<file path="src/rtl/rom_fetch_pkg.sv">
// Shared types and default widths for the code-ROM fetch unit.
package rom_fetch_pkg;

  localparam int DEF_ADDR_W = 6;
  localparam int DEF_DATA_W = 16;

  typedef enum logic [1:0] {
    IDLE,
    RUN,
    DRAIN
  } state_t;

  typedef struct packed {
    logic [DEF_ADDR_W-1:0] addr;
    logic [DEF_DATA_W-1:0] data;
  } fetch_entry_t;

endpackage

</file>
<file path="src/rtl/rom_fetch_unit_buf.sv">
// Small synchronous FIFO holding fetched {addr, data} entries for the decoder.
module fetch_buf #(
  parameter int unsigned DEPTH = 2,
  parameter int unsigned W     = 22
) (
  input  logic                   CLK,
  input  logic                   RST,
  input  logic                   flush,
  input  logic                   push,
  input  logic [W-1:0]           push_data,
  input  logic                   pop,
  output logic [W-1:0]           head,
  output logic [$clog2(DEPTH):0] count,
  output logic                   full,
  output logic                   empty
);
  localparam int unsigned PW = $clog2(DEPTH);
  localparam int unsigned CW = PW + 1;

  logic [W-1:0]  mem [DEPTH];
  logic [PW-1:0] wr_ptr;
  logic [PW-1:0] rd_ptr;
  logic          do_push;
  logic          do_pop;

  assign empty   = (count == '0);
  assign full    = (count == CW'(DEPTH));
  assign do_pop  = pop && !empty;
  assign do_push = push && (!full || do_pop);
  assign head    = mem[rd_ptr];

  always_ff @(posedge CLK) begin
    if (RST) begin
      wr_ptr <= '0;
      rd_ptr <= '0;
      count  <= '0;
      for (int unsigned i = 0; i < DEPTH; i++) mem[PW'(i)] <= '0;
    end else if (flush) begin
      wr_ptr <= '0;
      rd_ptr <= '0;
      count  <= '0;
    end else begin
      if (do_push) begin
        mem[wr_ptr] <= push_data;
        wr_ptr      <= wr_ptr + PW'(1);
      end
      if (do_pop) rd_ptr <= rd_ptr + PW'(1);
      case ({do_push, do_pop})
        2'b10:   count <= count + CW'(1);
        2'b01:   count <= count - CW'(1);
        default: ;
      endcase
    end
  end

endmodule

</file>
<file path="src/rtl/rom_fetch_unit.sv">
// Read master for the code ROM: issues sequential reads, captures Q a cycle later
// and streams {word, address} to the decoder over valid/ready, with start/stop/jump.
module rom_fetch_unit
  import rom_fetch_pkg::*;
#(
  parameter int ADDR_W     = DEF_ADDR_W,
  parameter int DATA_W     = DEF_DATA_W,
  parameter int START_ADDR = 0,
  parameter int BUF_DEPTH  = 2
) (
  input  logic              CLK,
  input  logic              RST,
  output logic              CEN,
  output logic [ADDR_W-1:0] A,
  input  logic [DATA_W-1:0] Q,
  input  logic              start,
  input  logic              stop,
  input  logic              jump_valid,
  input  logic [ADDR_W-1:0] jump_addr,
  output logic              instr_valid,
  output logic [DATA_W-1:0] instr_data,
  output logic [ADDR_W-1:0] instr_addr,
  input  logic              instr_ready,
  output logic              busy
);
  localparam int CNT_W = $clog2(BUF_DEPTH) + 1;
  localparam int OCC_W = CNT_W + 1;
  localparam int ENT_W = ADDR_W + DATA_W;

  state_t            state, state_nx;
  logic [ADDR_W-1:0] pc, pc_nx, a_last;
  logic              inflight, issue, push, pop, room;
  logic              empty, full;
  logic [CNT_W-1:0]  count;
  logic [OCC_W-1:0]  occ;
  logic [ENT_W-1:0]  head;

  assign pop  = !empty && instr_ready;
  // The read in flight lands this cycle; a jump in the same cycle discards it.
  assign push = inflight && !jump_valid;
  // Slot freed by this cycle's pop counts as available, sustaining 1 word/cycle.
  assign occ  = OCC_W'(count) + OCC_W'(inflight) - OCC_W'(pop);
  assign room = !(full && !pop) && (occ < OCC_W'(BUF_DEPTH));

  fetch_buf #(
    .DEPTH(BUF_DEPTH),
    .W    (ENT_W)
  ) u_buf (
    .CLK      (CLK),
    .RST      (RST),
    .flush    (jump_valid),
    .push     (push),
    .push_data({a_last, Q}),
    .pop      (pop),
    .head     (head),
    .count    (count),
    .full     (full),
    .empty    (empty)
  );

  always_comb begin
    state_nx = state;
    pc_nx    = pc;
    issue    = 1'b0;
    unique case (state)
      IDLE: begin
        if (jump_valid) begin
          state_nx = RUN;
          pc_nx    = jump_addr;
        end else if (start && !stop) begin
          state_nx = RUN;
          pc_nx    = ADDR_W'(START_ADDR);
        end
      end
      RUN: begin
        if (jump_valid) begin
          pc_nx = jump_addr;
        end else begin
          if (stop) state_nx = DRAIN;
          if (room) begin
            issue = 1'b1;
            pc_nx = pc + ADDR_W'(1);
          end
        end
      end
      DRAIN: begin
        if (jump_valid) begin
          state_nx = RUN;
          pc_nx    = jump_addr;
        end else if (empty && !inflight) begin
          state_nx = IDLE;
        end
      end
      default: state_nx = IDLE;
    endcase
  end

  always_ff @(posedge CLK) begin
    if (RST) begin
      state    <= IDLE;
      pc       <= ADDR_W'(START_ADDR);
      inflight <= 1'b0;
      a_last   <= '0;
    end else begin
      state    <= state_nx;
      pc       <= pc_nx;
      inflight <= issue;
      if (issue) a_last <= pc;
    end
  end

  assign CEN         = !issue;
  assign A           = issue ? pc : a_last;
  assign busy        = (state != IDLE);
  assign instr_valid = !empty;
  assign instr_addr  = head[ENT_W-1:DATA_W];
  assign instr_data  = head[DATA_W-1:0];

endmodule

</file>
<file path="config.mk">
export PLATFORM = sky130hd
export DESIGN_NAME = rom_fetch_unit
export DESIGN_NICKNAME = d
export VERILOG_FILES = /design/src/rtl/rom_fetch_pkg.sv /design/src/rtl/rom_fetch_unit_buf.sv /design/src/rtl/rom_fetch_unit.sv
export SDC_FILE = /design/constraint.sdc
export NUM_CORES = 1
export LEC_CHECK = 0
export CAP_MARGIN = 30
export CORE_MARGIN = 4
export CORE_UTILIZATION = 52
export DETAILED_ROUTE_END_ITERATION = 12
export PLACE_DENSITY_LB_ADDON = 0.08
export SLEW_MARGIN = 0
export SYNTH_ARGS = -nofsm -noshare
export SYNTH_HDL_FRONTEND = slang
export SYNTH_SLANG_ARGS = --single-unit
</file>
<file path="constraint.sdc">
create_clock -name CLK -period 4 [get_ports CLK]
set_clock_uncertainty 0.2 [all_clocks]
set_input_delay 0.6 -clock CLK [delete_from_list [all_inputs] [get_ports CLK]]
set_output_delay 0.6 -clock CLK [all_outputs]
set_load 0.02 [all_outputs]
</file>
==> results of run 1 <==
how the worst min path moves through the flow:
stage                                from               endpoint  depth (start not counted)
finish              state[1]$_SDFFE_PP0P_  state[1]$_SDFFE_PP0P_                          2
detailed placement  state[1]$_SDFFE_PP0P_  state[1]$_SDFFE_PP0P_                          2
global route        state[1]$_SDFFE_PP0P_  state[1]$_SDFFE_PP0P_                          2
floorplan              pc[5]$_SDFFE_PP0P_     pc[5]$_SDFFE_PP0P_                          2
CTS                 state[1]$_SDFFE_PP0P_  state[1]$_SDFFE_PP0P_                          2
global placement       pc[5]$_SDFFE_PP0P_     pc[5]$_SDFFE_PP0P_                          2
worst min-delay path, delay by kind of cell (launching register included):
kind,cells,cell delay (ns)
compound gates,2,0.14
flops,1,0.34
per-layer routing:
metal	share of wire [%]	wire length [um]	GRT usage (%)	vias up
met2	51	3270	30.8	48
met1	42	2700	21.1	1075
met5	0	0	0	-
met3	5.6	357	4.85	12
met4	1.3	85	7.37	0
li1	-	-	-	1082
logic make-up (layout without fill, tap and decap cells):
family                     Yosys count  in the layout  share of synthesized area, %
DFF                                 64             64                          53.6
adders and majority gates            8              8                          3.35
AOI/OAI and AO/OA                   34             34                          8.02
muxes                               28             28                          10.5
xor gates and xnor gates             5              5                          1.36
buffers and inverters               18             97                          3.31
and+or+nand+nor                     99             99                          19.9
layout by cell type (no fill, tap or decap), types with 2 or more instances in the layout:
cell type        synthesis  final
or2_1                    2      2
o32ai_1                  4      4
and2b_1                  7      7
or3b_1                   2      2
clkbuf_2                 0      6
clkinv_2                 0      2
o211ai_2                 2      2
xor2_1                   2      2
o21ai_0                  2      2
buf_4                    0     14
edfxtp_1                44     44
nor3_1                   9      9
xnor2_1                  3      3
nand2b_1                 5      5
nand3b_1                 2      2
nand3_1                  2      2
nor2_1                   4      4
clkbuf_8                 0      9
inv_2                    2      2
nor4_1                   4      4
mux2_4                   6      6
ha_1                     7      7
dfxtp_1                 20     20
a21oi_1                  7      7
inv_1                    5      5
a211oi_1                 2      2
clkdlybuf4s50_1          0     51
and2_1                  45     45
a31oi_1                  5      5
nand2_1                  4      4
mux2_2                  22     22
nor2b_1                  3      3
final cells by class:
type | count | area share, %
inverter | 7 | 0.635
sequential | 64 | 41.6
multi-input combinational | 174 | 33.6
clock inverter | 6 | 1.57
tap | 75 | 2.27
timing repair buffer | 74 | 16.7
clock buffer | 10 | 3.60
where the power goes:
group / internal, mW / total, mW / switching (mW) / leakage (nW)
combinational: 0.242 / 0.522 / 0.279 / 0.893
clock: 0.326 / 0.585 / 0.258 / 0.108
sequential: 0.762 / 0.811 / 0.0483 / 0.617
stage by stage:
step / power, mW / hold WS, ns / setup TNS, ns
2_1_floorplan: 1.16 / 0.266 / 0
3_3_place_gp: 1.34 / 0.285 / -1.12
3_5_place_dp: 1.35 / 0.311 / -1.20
4_1_cts: 1.93 / 0.322 / 0
5_1_grt: 2.01 / 0.357 / 0
6_report: 1.92 / 0.322 / 0
flip-flops by register name, indices dropped and copies added, names as in the netlist, named ones only:
| register | count |
|---|---|
| u_buf.count | 2 |
| pc | 6 |
| inflight | 1 |
| state | 2 |
| u_buf.rd_ptr | 1 |
| u_buf.wr_ptr | 1 |
| u_buf.mem | 44 |
| a_last | 6 |
repair_timing:
item	4_1_cts	5_1_grt
setup endpoints to repair	6	7
resized for setup	6	13
gates cloned	0	0
pin swaps	0	0
==> impl_metrics.py, run 1 <==
metrics = {
    "global_route": {
        "grt_pass1_vias": 2217,
        "grt_overflow": 0,
        "antenna_found_initial": 0,
        "track_usage_pct": 17.9,
        "grt_pass1_wl_mm": 10.2,
        "grt_max_degree": 23,
    },
    "final_layout": {
        "final_cells": 410,
        "postLayoutCoreUtil_pct": 69.4,
        "final_area_um2": 4140,
        "fin_nets": 366,
        "multi_input_comb_area_um2": 1390,
        "area_delta_synth_final_pct": 28.6,
        "area.sequential_um2": 1720,
        "n_antenna_cell": 0,
        "drive_above_1_share_pct": 23.3,
        "fillers": 433,
    },
    "worst_setup_path": {
        "crit_start": "instr_ready",
        "r2r_cells": 10,
        "crit_required_ns": 3.20,
        "crit_path_max_fanout": 7,
        "path_class": "primary input to primary output",
        "crit_chain": "clkdlybuf4s50_1, and2_1, ha_1, nand2b_1, fa_1, or2_4, a21oi_4, buf_12, mux2_4, clkbuf_2",
        "rrSetupSlack_ns": 1.12,
        "crit_path_end_kind": "primary output",
        "cp_num_cells": 10,
        "crit_family": "buffers and inverters",
        "critPathArrivalTime_ns": 3.02,
        "crit_slowest_cell": "clkdlybuf4s50_1",
        "r2r-start": "u_buf.count[1]$_SDFFE_PP0P_",
        "endpoint": "A[0]",
        "rr_endpoint": "pc[2]$_SDFFE_PP0P_",
        "cp.buffers_inverters": 3,
        "cp-start-kind": "primary input",
        "cpPeakStageDelay_ns": 0.47,
    },
    "clock_network": {
        "clk_path_buf_depth": 2,
        "clock-root-buffer": "clkbuf_8",
        "postCtsSetupRepairBufs": 0,
        "cts_hold_buf": 0,
        "htreeDepth": 3,
        "clock_sinks": 64,
        "clk_pin_slew_ns": 0.07,
        "cts_tree": "done",
        "cts_buffers": 9,
        "clk_latency_ns": 0.34,
    },
    "synth": {
        "synth_cell_types": 54,
        "netlist_top_cells_count": "and2_1 (45), edfxtp_1 (44), mux2_2 (22)",
        "synth_nets": 292,
        "synth-seq-cells": 64,
        "synth_top_area_share_pct": 41.1,
        "yosysWarnings": 0,
        "syn_inst": 256,
        "yosysMostFrequentCell": "and2_1",
        "synthesis.area_um2": 3210,
        "synthArstFlopShare_pct": 0,
        "synth_ff_type": "edfxtp_1",
        "netlist_top_cells_area": "edfxtp_1 (41%), dfxtp_1 (12%), and2_1 (8.8%)",
        "ys_seq_area_share_pct": 53.6,
        "syn_avg_cell_area_um2": 12.6,
        "synth_edf_count": 44,
        "synth_top_cell_by_area": "edfxtp_1",
    },
    "sta": {
        "hold_viol": 0,
        "max_slew_margin_pct": 60.7,
        "slew_violations": 0,
        "min_period_ns": 3.82,
        "fin_crit_sh_pct": 95.6,
        "final.setup.worst_slack_ns": 0.178,
        "tightest_slew_ns": 0.585,
        "max_freq_mhz": 262,
        "rsz0062_at_grt": "no",
        "setup_viol": 0,
    },
    "status": {
        "outcome": "completed",
    },
    "hold_path": {
        "min_path_type": "flop to flop",
    },
    "routing": {
        "drt_iter0_drc": 56,
        "ant_nets": 0,
        "drcViolationCount": 0,
        "wl_mm": 6.41,
        "via_per_inst": 5.41,
        "dr.pass1.iters": 4,
        "wire_per_inst_um": 15.6,
        "vias": 2217,
    },
    "pwr": {
        "p_leak_nw": 1.62,
        "power.density_nw_per_um2": 464,
        "ir_drop_mv": 0.302,
    },
    "floorplan": {
        "core-area_um2": 5960,
        "start_util_pct": 54.0,
        "die_height_um": 86.6,
        "ioPinCount": 59,
        "rows": 28,
        "die_w_um": 86.6,
        "dieArea_um2": 7500,
    },
    "placed_design": {
        "portBuffers": 58,
        "dp.cells": 394,
        "post-dp-hpwl_mm": 4.50,
        "dpl_cell_area_um2": 3950,
        "post-place-ws_ns": -0.210,
        "gp_congestion": 0.906,
    },
    "job": {
        "cap_viol_max_count": 0,
    },
}
No activity file was read; power rests on OpenSTA's default activity.
==> run 2, diff against run 1 <==
--- a/config.mk
+++ b/config.mk
@@ -7,9 +7,9 @@
 export LEC_CHECK = 0
 export CAP_MARGIN = 30
 export CORE_MARGIN = 4
-export CORE_UTILIZATION = 52
+export CORE_UTILIZATION = 55
 export DETAILED_ROUTE_END_ITERATION = 12
-export PLACE_DENSITY_LB_ADDON = 0.08
+export PLACE_DENSITY_LB_ADDON = 0.12
 export SLEW_MARGIN = 0
 export SYNTH_ARGS = -nofsm -noshare
 export SYNTH_HDL_FRONTEND = slang
==> constraint.sdc (replaced) <==
create_clock -name CLK -period 4.5 [get_ports CLK]
set_clock_uncertainty 0.2 [all_clocks]
set_input_delay 0.675 -clock CLK [delete_from_list [all_inputs] [get_ports CLK]]
set_output_delay 0.675 -clock CLK [all_outputs]
set_load 0.02 [all_outputs]
==> run 2 against run 1 <==
  * Worst setup slack worse by 0.041 ns
  * Worst hold slack got worse by 0.0013 ns
  * Cell count down 2.0%
  * Count of clock-buffer cells in the layout up 3
  * Total power shrank 15%
  * Design area fell by 1.1%
  * First-iteration DRC count up 91%
  * Routed wire length down 5.6%
  * Sequential power decreased by 11%
  * Critical path depth unchanged
  * Utilization rose by 4.0 points
  * Critical path type unchanged
  * Sequential cell count unchanged
==> impl_metrics.py, run 2 (synthesized netlist as in run 1, its figures left out) <==
metrics = {
    "placed_design": {
        "post-dp-hpwl_mm": 4.23,
        "dp.cells": 384,
        "gp_congestion": 0.901,
        "portBuffers": 58,
        "dpl_cell_area_um2": 3880,
        "post-place-ws_ns": 0.0352,
    },
    "global_route": {
        "grt_util_met3_pct": 5.40,
        "grt_use_met2_pct": 31.6,
        "grt_pass1_vias": 2182,
        "grt_overflow": 0,
        "track_usage_pct": 18.3,
        "antenna_found_initial": 0,
        "use_met1_pct": 21.8,
        "grt_max_degree": 23,
        "grt_pass1_wl_mm": 10.3,
        "top_usage_layer": "met2",
    },
    "final_layout": {
        "final_cells": 402,
        "final_area_um2": 4090,
        "drive_above_1_share_pct": 19.7,
        "largest_register_ffs": 44,
        "final_common_cell": "clkdlybuf4s50_1",
        "largest_registers": "u_buf.mem (44), a_last (6), pc (6)",
        "layout_common_cells": "clkdlybuf4s50_1 (58), and2_1 (45), edfxtp_1 (44), mux2_2 (22), dfxtp_1 (20)",
        "fin_nets": 361,
        "n_antenna_cell": 0,
        "area_delta_synth_final_pct": 27.3,
        "regMostFlops": "u_buf.mem",
        "postLayoutCoreUtil_pct": 73.4,
    },
    "pwr": {
        "ir_drop_mv": 0.336,
        "p_leak_nw": 1.57,
        "power.density_nw_per_um2": 398,
    },
    "clock_network": {
        "cts_hold_buf": 0,
        "htreeDepth": 3,
        "clock_sinks": 64,
        "clock-root-buffer": "clkbuf_8",
        "clk_path_buf_depth": 2,
        "clk_pin_slew_ns": 0.06,
        "clk_latency_ns": 0.33,
        "ctsResizeCount": 0,
        "cts_tree": "done",
        "cts_buffers": 9,
    },
    "routing": {
        "ant_nets": 0,
        "drt_iter0_drc": 107,
        "wire_per_inst_um": 15.1,
        "drcViolationCount": 0,
        "wl_mm": 6.05,
        "vias": 2170,
        "via_per_inst": 5.40,
        "dr.pass1.iters": 4,
    },
    "worst_setup_path": {
        "crit_chain": "clkdlybuf4s50_1, and2_1, ha_1, nand2b_1, fa_1, or2_4, a21oi_4, buf_12, mux2_4, clkdlybuf4s50_1",
        "crit_top_cell": "clkdlybuf4s50_1",
        "path_class": "primary input to primary output",
        "critPathArrivalTime_ns": 3.49,
        "crit_path_max_fanout": 7,
        "crit_slowest_cell": "clkdlybuf4s50_1",
        "r2r_cells": 10,
        "crit_required_ns": 3.62,
        "r2r-start": "u_buf.count[1]$_SDFFE_PP0P_",
        "rrSetupSlack_ns": 1.51,
        "rr_endpoint": "a_last[3]$_SDFF_PP0_",
        "crit_path_end_kind": "primary output",
        "cpPeakStageDelay_ns": 0.54,
        "cp-start-kind": "primary input",
    },
    "floorplan": {
        "dieArea_um2": 7130,
        "die_w_um": 84.4,
        "start_util_pct": 57.7,
        "core-area_um2": 5570,
        "ioPinCount": 59,
        "rows": 27,
        "die_height_um": 84.4,
    },
    "hold_path": {
        "hold_depth": 2,
        "min_from": "state[0]$_SDFFE_PP0P_",
        "min_path_type": "flop to flop",
        "hold_end": "state[0]$_SDFFE_PP0P_",
    },
    "sta": {
        "setup_viol": 0,
        "max_freq_mhz": 229,
        "min_period_ns": 4.36,
        "fin_crit_sh_pct": 96.9,
        "hold_viol": 0,
        "tightest_slew_ns": 0.568,
        "max_slew_margin_pct": 61.8,
        "rsz0062_at_grt": "no",
        "slew_violations": 0,
        "final.setup.worst_slack_ns": 0.137,
        "setup_tns_ns": 0,
    },
    "job": {
        "cap_viol_max_count": 0,
    },
    "status": {
        "outcome": "completed",
    },
}
[run 2: changes by cell type in the layout (fill, tap and decap cells not counted), sizes merged]
cell / change
buf: -5
bufinv: -1
clkbuf: -3
clkdlybuf4s50: +7
clkinv: -1
dlymetal6s2s: -1
inv: -1
[run 2: worst max-delay path, delay by kind of cell]
| kind | cells | cell delay, ns |
|---|---|---|
| multiplexers | 1 | 0.30 |
| buffers and inverters | 3 | 1.16 |
| adder cells (fa/ha/maj) | 2 | 0.61 |
| AND/OR/NAND/NOR | 3 | 0.58 |
| AO/OA/AOI/OAI | 1 | 0.17 |
[run 2: cell type report]
class	count	area, um^2
Clock buffer	13	159
Clock inverter	3	17.5
Fill cell	403	1480
Inverter	7	26.3
Multi-Input combinational cell	174	1390
Sequential cell	64	1720
Tap cell	72	90.1
Timing Repair Buffer	69	687
[run 2: what timing repair did]
item	4_1_cts	5_1_grt
endpoints found under the setup margin	0	6
buffers inserted	0	1
endpoints found under the hold margin	0	0
[run 2: how the worst max path moves through the flow]
stage                                      startpoint    to  slack [ns]
after detailed placement                  instr_ready  A[2]        0.04
final                                     instr_ready  A[1]        0.14
after floorplan           u_buf.count[0]$_SDFFE_PP0P_  A[0]        0.96
after global routing                      instr_ready  A[1]       0.001
after CTS                                 instr_ready  A[1]        0.04
after global placement                    instr_ready  A[3]        0.08
[run 2: routing by layer]
layer / up-vias / routed length, um
li1: 1072 / -
met2: 74 / 3020
met4: 0 / 59
met5: - / 0
met3: 8 / 359
met1: 1016 / 2620
[run 2: power by group]
group / internal (mW) / switching, mW / total [mW]
logic: 0.223 / 0.244 / 0.467
registers: 0.678 / 0.0436 / 0.722
clock network: 0.229 / 0.210 / 0.438
total: 1.13 / 0.497 / 1.63
[run 2: stage by stage]
step                      total power [mW]  hold slack, ns
after global routing                  1.72           0.335
after floorplan                       1.03           0.266
after global placement                1.18           0.303
after CTS                             1.63           0.316
after detailed placement              1.19           0.309
final                                 1.63           0.321
